## config.mk

```make
export PLATFORM = sky130hd
export DESIGN_NAME = banked_bram_loader_flat
export DESIGN_NICKNAME = d
export VERILOG_FILES = /design/src/rtl/banked_bram_pkg.sv /design/src/rtl/banked_bram_loader_if.sv /design/src/rtl/banked_bram_loader_bank_ram.sv /design/src/rtl/banked_bram_loader.sv /design/src/flat_wrapper.sv
export SDC_FILE = /design/constraint.sdc
export NUM_CORES = 1
export LEC_CHECK = 0
export CORE_ASPECT_RATIO = 1.4
export CORE_MARGIN = 3
export CORE_UTILIZATION = 52
export CTS_CLUSTER_SIZE = 40
export DETAILED_ROUTE_END_ITERATION = 16
export PLACE_DENSITY = 0.72
export REMOVE_ABC_BUFFERS = 1
export SLEW_MARGIN = 0
export SYNTH_ARGS = -nofsm -noshare
export SYNTH_HDL_FRONTEND = slang
export SYNTH_SLANG_ARGS = --single-unit
export TNS_END_PERCENT = 5
```

## constraint.sdc

```tcl
create_clock -name clock -period 1.8 [get_ports clock]
set_input_delay 0.36 -clock clock [delete_from_list [all_inputs] [get_ports clock]]
set_output_delay 0.36 -clock clock [all_outputs]
set_load 0.02 [all_outputs]
```

## src/rtl/banked_bram_pkg.sv

```systemverilog
// Shared types and constants for the banked BRAM loader: loader FSM states and fill-order encodings.
package banked_bram_pkg;

    typedef enum logic [1:0] {
        IDLE = 2'd0,
        LOAD = 2'd1,
        DONE = 2'd2
    } load_state_t;

    localparam int LOAD_ORDER_ADDR_MAJOR = 0;
    localparam int LOAD_ORDER_BANK_MAJOR = 1;

endpackage

```

## src/rtl/banked_bram_loader_if.sv

```systemverilog
// Streaming-load and parallel-read bus of the banked BRAM loader.
interface banked_bram_loader_if #(
    parameter int DATA_WIDTH      = 8,
    parameter int BANK_CNT        = 8,
    parameter int BANK_ADDR_WIDTH = 3
);
    logic                                 load_start;
    logic                                 in_valid;
    logic                                 in_ready;
    logic [DATA_WIDTH-1:0]                din;
    logic                                 load_done;
    logic                                 rd_en;
    logic [BANK_ADDR_WIDTH-1:0]           rd_addr;
    logic                                 rd_valid;
    logic [BANK_CNT-1:0][DATA_WIDTH-1:0]  dout;

    modport master (
        output load_start, in_valid, din, rd_en, rd_addr,
        input  in_ready, load_done, rd_valid, dout
    );

    modport slave (
        input  load_start, in_valid, din, rd_en, rd_addr,
        output in_ready, load_done, rd_valid, dout
    );

endinterface

```

## src/rtl/banked_bram_loader_bank_ram.sv

```systemverilog
// One bank: simple dual-port RAM, one write port and one registered read port.
module bank_ram #(
    parameter int DATA_WIDTH = 8,
    parameter int ADDR_WIDTH = 3,
    parameter int DEPTH      = 2**ADDR_WIDTH
) (
    input  logic                  clock,
    input  logic                  reset_n,
    input  logic                  we,
    input  logic [ADDR_WIDTH-1:0] waddr,
    input  logic [DATA_WIDTH-1:0] wdata,
    input  logic                  re,
    input  logic [ADDR_WIDTH-1:0] raddr,
    output logic [DATA_WIDTH-1:0] rdata
);

    logic [DATA_WIDTH-1:0] mem [DEPTH];
    logic [DATA_WIDTH-1:0] rdata_q, rdata_d;

    // NOTE: the array has no reset branch so it maps onto block RAM; only the output register resets.
    always_ff @(posedge clock) begin
        if (we) begin
            mem[waddr] <= wdata;
        end
    end

    always_comb begin
        rdata_d = rdata_q;
        if (re) begin
            rdata_d = mem[raddr];
        end
    end

    always_ff @(posedge clock or negedge reset_n) begin
        if (!reset_n) begin
            rdata_q <= '0;
        end else begin
            rdata_q <= rdata_d;
        end
    end

    assign rdata = rdata_q;

endmodule

```

## src/rtl/banked_bram_loader.sv

```systemverilog
// Banked BRAM with a self-sequencing streaming loader and a parallel (all-bank) read pipeline
// of one or two cycles latency.
module banked_bram_loader
    import banked_bram_pkg::*;
#(
    parameter int DATA_WIDTH      = 8,
    parameter int BANK_ID_WIDTH   = 3,
    parameter int BANK_CNT        = 2**BANK_ID_WIDTH,
    parameter int BANK_ADDR_WIDTH = 3,
    parameter int BANK_SIZE       = 2**BANK_ADDR_WIDTH,
    parameter int LOAD_ORDER      = LOAD_ORDER_ADDR_MAJOR,
    parameter int READ_LATENCY    = 1
) (
    input  logic                  clock,
    input  logic                  reset_n,
    banked_bram_loader_if.slave   bus
);

    load_state_t                          state_q, state_d;
    logic [BANK_ID_WIDTH-1:0]             bank_cnt_q, bank_cnt_d;
    logic [BANK_ADDR_WIDTH-1:0]           addr_cnt_q, addr_cnt_d;
    logic                                 rd_v1_q, rd_v1_d;
    logic                                 xfer, bank_last, addr_last, rd_acc;
    logic [BANK_CNT-1:0][DATA_WIDTH-1:0]  ram_rdata;

    assign xfer      = (state_q == LOAD) && bus.in_valid;
    assign bank_last = (bank_cnt_q == BANK_ID_WIDTH'(BANK_CNT - 1));
    assign addr_last = (addr_cnt_q == BANK_ADDR_WIDTH'(BANK_SIZE - 1));
    assign rd_acc    = bus.rd_en && (state_q == DONE);

    assign bus.in_ready  = (state_q == LOAD);
    assign bus.load_done = (state_q == DONE);

    // NOTE: every always_comb output gets a default first, so no path can infer a latch.
    always_comb begin
        state_d    = state_q;
        bank_cnt_d = bank_cnt_q;
        addr_cnt_d = addr_cnt_q;
        rd_v1_d    = rd_acc;
        unique case (state_q)
            IDLE, DONE: begin
                if (bus.load_start) begin
                    state_d    = LOAD;
                    bank_cnt_d = '0;
                    addr_cnt_d = '0;
                end
            end
            LOAD: begin
                if (xfer) begin
                    if (bank_last && addr_last) begin
                        state_d    = DONE;
                        bank_cnt_d = '0;
                        addr_cnt_d = '0;
                    end else if (LOAD_ORDER == LOAD_ORDER_ADDR_MAJOR) begin
                        bank_cnt_d = bank_cnt_q + 1'b1;
                        if (bank_last) begin
                            addr_cnt_d = addr_cnt_q + 1'b1;
                        end
                    end else begin
                        addr_cnt_d = addr_cnt_q + 1'b1;
                        if (addr_last) begin
                            bank_cnt_d = bank_cnt_q + 1'b1;
                        end
                    end
                end
            end
            default: state_d = IDLE;
        endcase
    end

    always_ff @(posedge clock or negedge reset_n) begin
        if (!reset_n) begin
            state_q    <= IDLE;
            bank_cnt_q <= '0;
            addr_cnt_q <= '0;
            rd_v1_q    <= 1'b0;
        end else begin
            state_q    <= state_d;
            bank_cnt_q <= bank_cnt_d;
            addr_cnt_q <= addr_cnt_d;
            rd_v1_q    <= rd_v1_d;
        end
    end

    for (genvar i = 0; i < BANK_CNT; i++) begin : g_bank
        localparam logic [BANK_ID_WIDTH-1:0] BANK_ID = BANK_ID_WIDTH'(i);

        bank_ram #(
            .DATA_WIDTH (DATA_WIDTH),
            .ADDR_WIDTH (BANK_ADDR_WIDTH),
            .DEPTH      (BANK_SIZE)
        ) u_ram (
            .clock   (clock),
            .reset_n (reset_n),
            .we      (xfer && (bank_cnt_q == BANK_ID)),
            .waddr   (addr_cnt_q),
            .wdata   (bus.din),
            .re      (rd_acc),
            .raddr   (bus.rd_addr),
            .rdata   (ram_rdata[i])
        );
    end

    // The bank output registers already hold their last read, so stage 2 only loads on a valid stage 1.
    if (READ_LATENCY == 2) begin : g_lat2
        logic                                 rd_v2_q, rd_v2_d;
        logic [BANK_CNT-1:0][DATA_WIDTH-1:0]  dout_q, dout_d;

        always_comb begin
            rd_v2_d = rd_v1_q;
            dout_d  = dout_q;
            if (rd_v1_q) begin
                dout_d = ram_rdata;
            end
        end

        always_ff @(posedge clock or negedge reset_n) begin
            if (!reset_n) begin
                rd_v2_q <= 1'b0;
                dout_q  <= '0;
            end else begin
                rd_v2_q <= rd_v2_d;
                dout_q  <= dout_d;
            end
        end

        assign bus.rd_valid = rd_v2_q;
        assign bus.dout     = dout_q;
    end else begin : g_lat1
        assign bus.rd_valid = rd_v1_q;
        assign bus.dout     = ram_rdata;
    end

endmodule

```

## src/flat_wrapper.sv

```systemverilog
// flat-port wrapper written by rule: the top's interface ports become plain ports
module banked_bram_loader_flat import banked_bram_pkg::*;
#(
    parameter int DATA_WIDTH      = 8,
    parameter int BANK_ID_WIDTH   = 3,
    parameter int BANK_CNT        = 2**BANK_ID_WIDTH,
    parameter int BANK_ADDR_WIDTH = 3,
    parameter int BANK_SIZE       = 2**BANK_ADDR_WIDTH,
    parameter int LOAD_ORDER      = LOAD_ORDER_ADDR_MAJOR,
    parameter int READ_LATENCY    = 1
)
  (clock, reset_n, bus_load_start, bus_in_valid, bus_din, bus_rd_en, bus_rd_addr, bus_in_ready, bus_load_done, bus_rd_valid, bus_dout);
  banked_bram_loader_if #(.DATA_WIDTH(DATA_WIDTH), .BANK_CNT(BANK_CNT), .BANK_ADDR_WIDTH(BANK_ADDR_WIDTH)) bus_i ();
  input  logic clock;
  input  logic reset_n;
  input wire logic [$bits(bus_i.load_start)-1:0] bus_load_start;
  input wire logic [$bits(bus_i.in_valid)-1:0] bus_in_valid;
  input wire logic [$bits(bus_i.din)-1:0] bus_din;
  input wire logic [$bits(bus_i.rd_en)-1:0] bus_rd_en;
  input wire logic [$bits(bus_i.rd_addr)-1:0] bus_rd_addr;
  output wire logic [$bits(bus_i.in_ready)-1:0] bus_in_ready;
  output wire logic [$bits(bus_i.load_done)-1:0] bus_load_done;
  output wire logic [$bits(bus_i.rd_valid)-1:0] bus_rd_valid;
  output wire logic [$bits(bus_i.dout)-1:0] bus_dout;
  assign bus_i.load_start = bus_load_start;
  assign bus_i.in_valid = bus_in_valid;
  assign bus_i.din = bus_din;
  assign bus_i.rd_en = bus_rd_en;
  assign bus_i.rd_addr = bus_rd_addr;
  assign bus_in_ready = bus_i.in_ready;
  assign bus_load_done = bus_i.load_done;
  assign bus_rd_valid = bus_i.rd_valid;
  assign bus_dout = bus_i.dout;
  banked_bram_loader #(.DATA_WIDTH(DATA_WIDTH), .BANK_ID_WIDTH(BANK_ID_WIDTH), .BANK_CNT(BANK_CNT), .BANK_ADDR_WIDTH(BANK_ADDR_WIDTH), .BANK_SIZE(BANK_SIZE), .LOAD_ORDER(LOAD_ORDER), .READ_LATENCY(READ_LATENCY)) u_core (.clock(clock), .reset_n(reset_n), .bus(bus_i));
endmodule
```

-- Word level (Yosys, flattened, before mapping)
Memories as Yosys holds them, arrays and structs flattened. A register that Yosys moved wholly into a read port is not among the register bits.
Index checks and enable logic that the tools add are counted.
- bits in registers: 9
- memory bits (writable): 512
- bits of input ports: 16
- output and inout port bits: 67
- logic and storage cells: 82
- memories: 8
- $add $sub $neg: 2
- equal/unequal tests: 14
- muxes and demuxes: 28
- reductions and logical operators: 26
- memory list (name ; depth ; width ; rd ports ; clocked after memory_dff ; write ports ; RTL line ; text):
    u_core.g_bank[0].u_ram.mem ; 8 ; 8 ; 1 ; 1 ; 1 ; banked_bram_loader_bank_ram.sv:17 ; logic [DATA_WIDTH-1:0] mem [DEPTH];
    u_core.g_bank[1].u_ram.mem ; 8 ; 8 ; 1 ; 1 ; 1 ; banked_bram_loader_bank_ram.sv:17 ;
    u_core.g_bank[2].u_ram.mem ; 8 ; 8 ; 1 ; 1 ; 1 ; banked_bram_loader_bank_ram.sv:17 ;
    u_core.g_bank[3].u_ram.mem ; 8 ; 8 ; 1 ; 1 ; 1 ; banked_bram_loader_bank_ram.sv:17 ;
    u_core.g_bank[4].u_ram.mem ; 8 ; 8 ; 1 ; 1 ; 1 ; banked_bram_loader_bank_ram.sv:17 ;
    u_core.g_bank[5].u_ram.mem ; 8 ; 8 ; 1 ; 1 ; 1 ; banked_bram_loader_bank_ram.sv:17 ;
    +2 memories ; n/a ; n/a ; n/a ; n/a ; n/a ; n/a ;
- operator list (cell ; number):
    $mux W3 ; 6
    $mux W1 ; 16
    $eq A3 B3 Y1 const B ; 5
    $pmux W3 S2 ; 2
    $logic_and A1 B1 Y1 ; 11
    $logic_not A1 Y1 ; 8
    $add A3 B1 Y3 const B ; 2
    $eq A3 B2 Y1 const B ; 2
    $mux W2 ; 3
    $reduce_and A3 Y1 ; 2
    $ne A2 B1 Y1 const B ; 2
    $pmux W2 S2 ; 1
    $reduce_and A4 Y1 ; 1
    $eq A3 B1 Y1 const B ; 1
    $logic_not A3 Y1 ; 1
    $ne A3 B1 Y1 const B ; 1
    $eq A2 B1 Y1 const B ; 1
    $eq A2 B2 Y1 const B ; 1
    $logic_not A2 Y1 ; 1
    $ne A2 B2 Y1 const B ; 1
    $reduce_bool A2 Y1 ; 1
    $reduce_or A2 Y1 ; 1

-- Depth between registers and ports, before layout
- depth in word-level cells: 5
- depth in mapped cells: 6
- depth with buffers taken out: 5

-- Modules after synthesis
A second synthesis with hierarchy kept.
- cell total of the unflattened synthesis: 1410
- area total of the unflattened synthesis: 23442.5 µm²
- by module, submodules not included (module ; times used ; cells an instance ; area each (µm²) ; seq. area each (µm²)):
    bank_ram ; 8 ; 169 ; 2861.5 ; 2122.0
    banked_bram_loader ; 1 ; 58 ; 550.5 ; 225.2

-- Worst setup path after synthesis
OpenSTA, ideal clock, no wires.
- kind: register -> register
- start point: reg u_core.addr_cnt_q[0]
- end point: mem u_core.g_bank[0].u_ram.mem[2][0] (enable)
- setup time: 0.371 ns
- arrival: 1.569 ns
- data required time: 1.429 ns
- setup slack: -0.140 ns
- stages on the path, launching flop included: 5
- path buffers: 2
- clock period less this slack: 1.940 ns
- cell sequence: dfrtp_1 -> clkbuf_1 -> or3b_2 -> clkbuf_1 -> nor2_1
- RTL lines (what ; RTL line ; text):
    start: declaration ; banked_bram_loader.sv:21 ; logic [BANK_ADDR_WIDTH-1:0] addr_cnt_q, addr_cnt_d;
    start signal: assignment ; banked_bram_loader.sv:80 ; addr_cnt_q <= addr_cnt_d;
    end: declaration ; banked_bram_loader_bank_ram.sv:17 ;
No word-level cell before the write port.

-- Worst setup path after layout
- start point: reg u_core.state_q[1]
- end point: out bus_in_ready
- cells in the longest elaborated chain, start to end: 1
- RTL lines (what ; RTL line ; text):
    start: declaration ; banked_bram_loader.sv:19 ; load_state_t state_q, state_d;
    start signal: assignment ; banked_bram_loader.sv:78 ; state_q <= state_d;
    $eq A2 B1 Y1 ; banked_bram_loader.sv:31 ; assign bus.in_ready = (state_q == LOAD);
    end: declaration ; flat_wrapper.sv:21 ; output wire logic [$bits(bus_i.in_ready)-1:0] bus_in_ready;
No other way between the ends.

==> impl.org <==
** Place
- I/O Buffers :: 82
- HPWL after detailed placement :: a little over 30000 microns
- Timing analysis after detailed placement gives a worst setup slack of -0.522 ns.
- At the end of routability-driven placement, the weighted congestion stood at roughly 0.84.

** Die
- Chip width :: between 150 and 200 microns
- The initial utilization of the core area, before any placement, comes to a little over half.
- DIE HEIGHT :: 255 microns
- Total I/O pin count :: 83
- In this run the core area contains 90 standard-cell rows.
- The floorplan step defined a core boundary enclosing about 43000 sq um.
- The die covers 46900 sq um.

** Setup path
- Kind of start point of the critical path :: flop
- STA puts the critical path data required time at 1.44 ns.
- Crit Path Class :: reg -> out
- The worst setup path is captured at an output port.
- Of all nets on the critical path, the largest fanout is 5.
- Data on the critical path arrives at its endpoint at ~1.4 ns.

** Timing
- Setup violations remaining at the end of the flow were counted as 0.
- Static timing analysis puts the maximum clock frequency at around 560 MHz.
- Post-route clock period utilization :: 98.6%
- Measured against its own limit, the worst slew margin works out to between 40% and 50%.
- On the final layout, the worst clock skew is approximately 0.013 ns.
- The number of max-slew violations in the final report came to 0.
- Setup repair after global routing could not meet its margin everywhere.
- Tmin final :: 1.77 ns
- The worst path meets setup with 0.0257 ns of slack.
- Worst hold margin :: 0.216 ns
- At the pin with the least slew margin, the transition time is 0.791 ns.
- Hold Vio Cnt, Final :: 0

** Detailed routing
- Number of nets with antenna violations after detailed routing :: 0
- Violation count after the first detailed-route iteration :: roughly 1100
- Via count normalized by instance count :: around 5.7
- Average wire per cell in the routed design :: about 24 microns
- Number of vias in the routed layout :: 12146
- DRC violation count after routing :: 0
- Total Wirelength :: approximately 51000 microns
- First-pass detailed-route iteration total :: 5

** CTS
- Clock-pin slew of the registers on the worst-case setup and hold paths :: roughly 0.060 ns
- Clock tree synthesis found a total of between 500 and 600 sinks.
- CTS H-Tree Depth :: 2
- Clock latency reported for the late side of the worst-skew pair :: 0.57 ns
- The clock passes through at most 3 buffers.
- The tree is rooted in a sky130_fd_sc_hd__clkbuf_16.
- TritonCTS built the clock tree.
- CTS Buf Count :: 51

** Pwr
- Maximum resistive drop on vdd :: 0.000786 V
- Leakage component of the power :: approximately 0.010 uW
- Dividing total power by cell area gives a power density of 1170 nW/um^2.

** Final layout
- Measured on the finished design, the core utilization comes to around 63%.
- Relative to the synthesized area, the layout overhead comes to 19.2%.
- The number of antenna diodes in the final layout is 0.
- Post-layout nets :: approximately 1600
- Cells with a size suffix above 1 make up approximately 29% of the layout.
- The filler cells instantiated in the layout total just under 3000.

** Global routing
- Initial antenna violation count :: 0
- Wire length of the first global-routing pass :: approximately 76000 microns
- Met3 GRT Util :: 2.74%
- Pin count of the biggest net entering global routing :: 65
- Global routing used between 20% and 30% of the available met1 tracks.
- Total overflow reported by the global router :: 0
- Top Usage Layer GRT :: met2
- Tot GR Track Use :: a little over a fifth
- In the global route stage, met2 resource usage came out at roughly two fifths.
- Via count of the first global-routing pass :: about 13000

** Synth
- Average instance area after synthesis :: 17.7 sq um
- The mapped netlist covers 23100 sq um.
- Yosys attributes the largest share of cell area to sky130_fd_sc_hd__edfxtp_1 (67%), sky130_fd_sc_hd__dfrtp_1 (7.9%), sky130_fd_sc_hd__mux2_2 (6.4%).
- The share of the Yosys chip area taken by registers is between 70 and 80%.
- The netlist uses 33 different library cells.
- Synthesis produced between 1000 and 1500 cells.
- Yosys printed 0 warnings.
- Of all cell types, the one taking the most synthesized area is sky130_fd_sc_hd__edfxtp_1.
- Top cell type's share of synthesized area :: between 60% and 70%
- Counting flops and latches in the post-synthesis netlist gives 585.

** Flow run
- Max-Cap Viols :: 0

** Outcome
- Result of the run :: completed

** Min path
- Worst Hold Class :: in -> async
[power breakdown]
| part | switching (uW) | internal (uW) |
|---|---|---|
| Clock | 4660 | 6720 |
| Sequential | 406 | 15500 |
| Combinational | 2820 | 2040 |
[layer usage]
layer,vias to the layer above,part of all wire (%)
met2,334,53
met5,-,0
met1,6148,39
met3,104,4.4
li1,5560,-
met4,0,3.5
[stage by stage]
stage / std cells / TNS [ns] / instance area, sq um / total power, uW
floorplan: 1224 / -175.18 / 22500 / 18500
global placement: 2024 / -147.65 / 25700 / 21200
detailed placement: 2024 / -164.09 / 25700 / 21300
CTS: 2121 / -0.255 / 27400 / 32300
global route: 2123 / -0.0245 / 27500 / 33300
finish: 2123 / 0 / 27500 / 32200
[worst paths after layout]
check / start / endpoint / slack (ns) / cells past startpoint
setup / recovery: u_core.state_q[1] / bus_in_ready / 0.03 / 3
hold / removal: reset_n / u_core.g_bank[7].u_ram.rdata[5] / 0.22 / 2
setup reg to reg: u_core.state_q[1] / u_core.g_bank[5].u_ram.mem[3][7] / 0.04 / 6
hold reg to reg: u_core.g_bank[4].u_ram.rdata[6] / u_core.g_bank[4].u_ram.rdata[6] / 0.48 / 2
max in group asynchronous: reset_n / u_core.g_bank[2].u_ram.rdata[2] / 0.98 / 3
min in group clock: bus_din[2] / u_core.g_bank[2].u_ram.mem[0][2] / 0.30 / 2
[logic make-up (layout without fill, tap and decap cells)]
| logic type | after synthesis | after routing | synth area share (%) |
|---|---|---|---|
| adders and majority gates | 8 | 8 | 0.434 |
| AOI/OAI and AO/OA | 195 | 195 | 7.35 |
| muxes | 260 | 260 | 12.0 |
| buffers and inverters | 82 | 353 | 2.52 |
| DFF | 585 | 585 | 74.6 |
| and+or+nand+nor | 170 | 170 | 3.11 |
[Yosys cell counts]
library cell	number
sky130_fd_sc_hd__nor2_1	70
sky130_fd_sc_hd__a22o_1	64
sky130_fd_sc_hd__nand3_1	5
sky130_fd_sc_hd__dfrtp_1	73
sky130_fd_sc_hd__or3_1	1
sky130_fd_sc_hd__buf_4	6
sky130_fd_sc_hd__mux2_2	131
sky130_fd_sc_hd__buf_6	14
sky130_fd_sc_hd__nor4bb_1	1
sky130_fd_sc_hd__o22ai_1	64
sky130_fd_sc_hd__nand4b_1	1
sky130_fd_sc_hd__buf_2	12
sky130_fd_sc_hd__ha_1	8
sky130_fd_sc_hd__clkbuf_1	31
sky130_fd_sc_hd__nor2b_1	3
sky130_fd_sc_hd__nand2_1	72
sky130_fd_sc_hd__or3b_2	1
sky130_fd_sc_hd__and2_1	1
sky130_fd_sc_hd__edfxtp_1	512
sky130_fd_sc_hd__and3b_1	1
sky130_fd_sc_hd__buf_12	8
sky130_fd_sc_hd__nand4_1	2
sky130_fd_sc_hd__o31ai_1	17
sky130_fd_sc_hd__a21oi_1	2
sky130_fd_sc_hd__buf_1	5
sky130_fd_sc_hd__nand3b_1	5
sky130_fd_sc_hd__nor3_1	2
sky130_fd_sc_hd__inv_1	6
sky130_fd_sc_hd__and3_1	1
sky130_fd_sc_hd__a31o_2	1
sky130_fd_sc_hd__nand2b_1	4
sky130_fd_sc_hd__o31ai_2	47
sky130_fd_sc_hd__mux2i_1	129
[placed cells by master (no fill, tap or decap), types with 2 or more instances in the layout]
cell type / instances
sky130_fd_sc_hd__edfxtp_1: 512
sky130_fd_sc_hd__buf_4: 136
sky130_fd_sc_hd__mux2_2: 131
sky130_fd_sc_hd__mux2i_1: 129
sky130_fd_sc_hd__dfrtp_1: 70
sky130_fd_sc_hd__nand2_1: 69
sky130_fd_sc_hd__nor2_1: 66
sky130_fd_sc_hd__dlygate4sd2_1: 65
sky130_fd_sc_hd__a22o_1: 64
sky130_fd_sc_hd__o22ai_1: 64
sky130_fd_sc_hd__clkbuf_16: 53
sky130_fd_sc_hd__o31ai_2: 47
sky130_fd_sc_hd__buf_12: 36
sky130_fd_sc_hd__o31ai_1: 17
sky130_fd_sc_hd__clkbuf_1: 13
sky130_fd_sc_hd__ha_1: 7
sky130_fd_sc_hd__clkbuf_8: 7
sky130_fd_sc_hd__clkinv_2: 7
sky130_fd_sc_hd__bufinv_16: 7
sky130_fd_sc_hd__buf_2: 7
sky130_fd_sc_hd__inv_1: 5
sky130_fd_sc_hd__nand3b_1: 5
sky130_fd_sc_hd__clkinvlp_4: 5
sky130_fd_sc_hd__clkdlybuf4s50_1: 5
sky130_fd_sc_hd__nand3_1: 4
sky130_fd_sc_hd__nor2_2: 3
sky130_fd_sc_hd__nand2_2: 3
sky130_fd_sc_hd__dfrtp_2: 3
sky130_fd_sc_hd__nand4_1: 2
sky130_fd_sc_hd__nor2b_4: 2
sky130_fd_sc_hd__nand2b_1: 2
sky130_fd_sc_hd__nor3_1: 2
sky130_fd_sc_hd__a21oi_1: 2
sky130_fd_sc_hd__clkinv_4: 2
[state kept, by name, summed over array words and instances (netlist names)]
signal	cells
u_core.bus.rd_valid	1
u_core.addr_cnt_q	3
u_core.g_bank.u_ram.rdata	64
u_core.state_q	2
u_core.g_bank.u_ram.mem	512
u_core.bank_cnt_q	3
[repair_timing]
action / CTS / global route
setup endpoints to repair: 139 / 226
buffers inserted: 1 / 2
pin swaps: 0 / 1
gates resized for setup: 80 / 13
hold endpoints to repair: 15 / 0
hold buffers: 1 / 0
[final cells by class]
cell class | count | area [sq um] | area share (%)
inverters | 6 | 25.0 | 0.0910
flip-flops and latches | 585 | 17200 | 62.6
repair buffers | 252 | 2430 | 8.85
clock inverters | 22 | 309 | 1.12
clock buffers | 73 | 1470 | 5.35
well taps | 552 | 691 | 2.51
multi-input cells | 633 | 5350 | 19.5
[worst max-delay path, cell delays in order (launching register included)]
cell and delay (ns):
sky130_fd_sc_hd__dfrtp_2 0.45, sky130_fd_sc_hd__nand2b_4 0.17, sky130_fd_sc_hd__inv_4 0.08, sky130_fd_sc_hd__buf_4 0.14
Note: power is estimated with default switching activity, not from simulation.
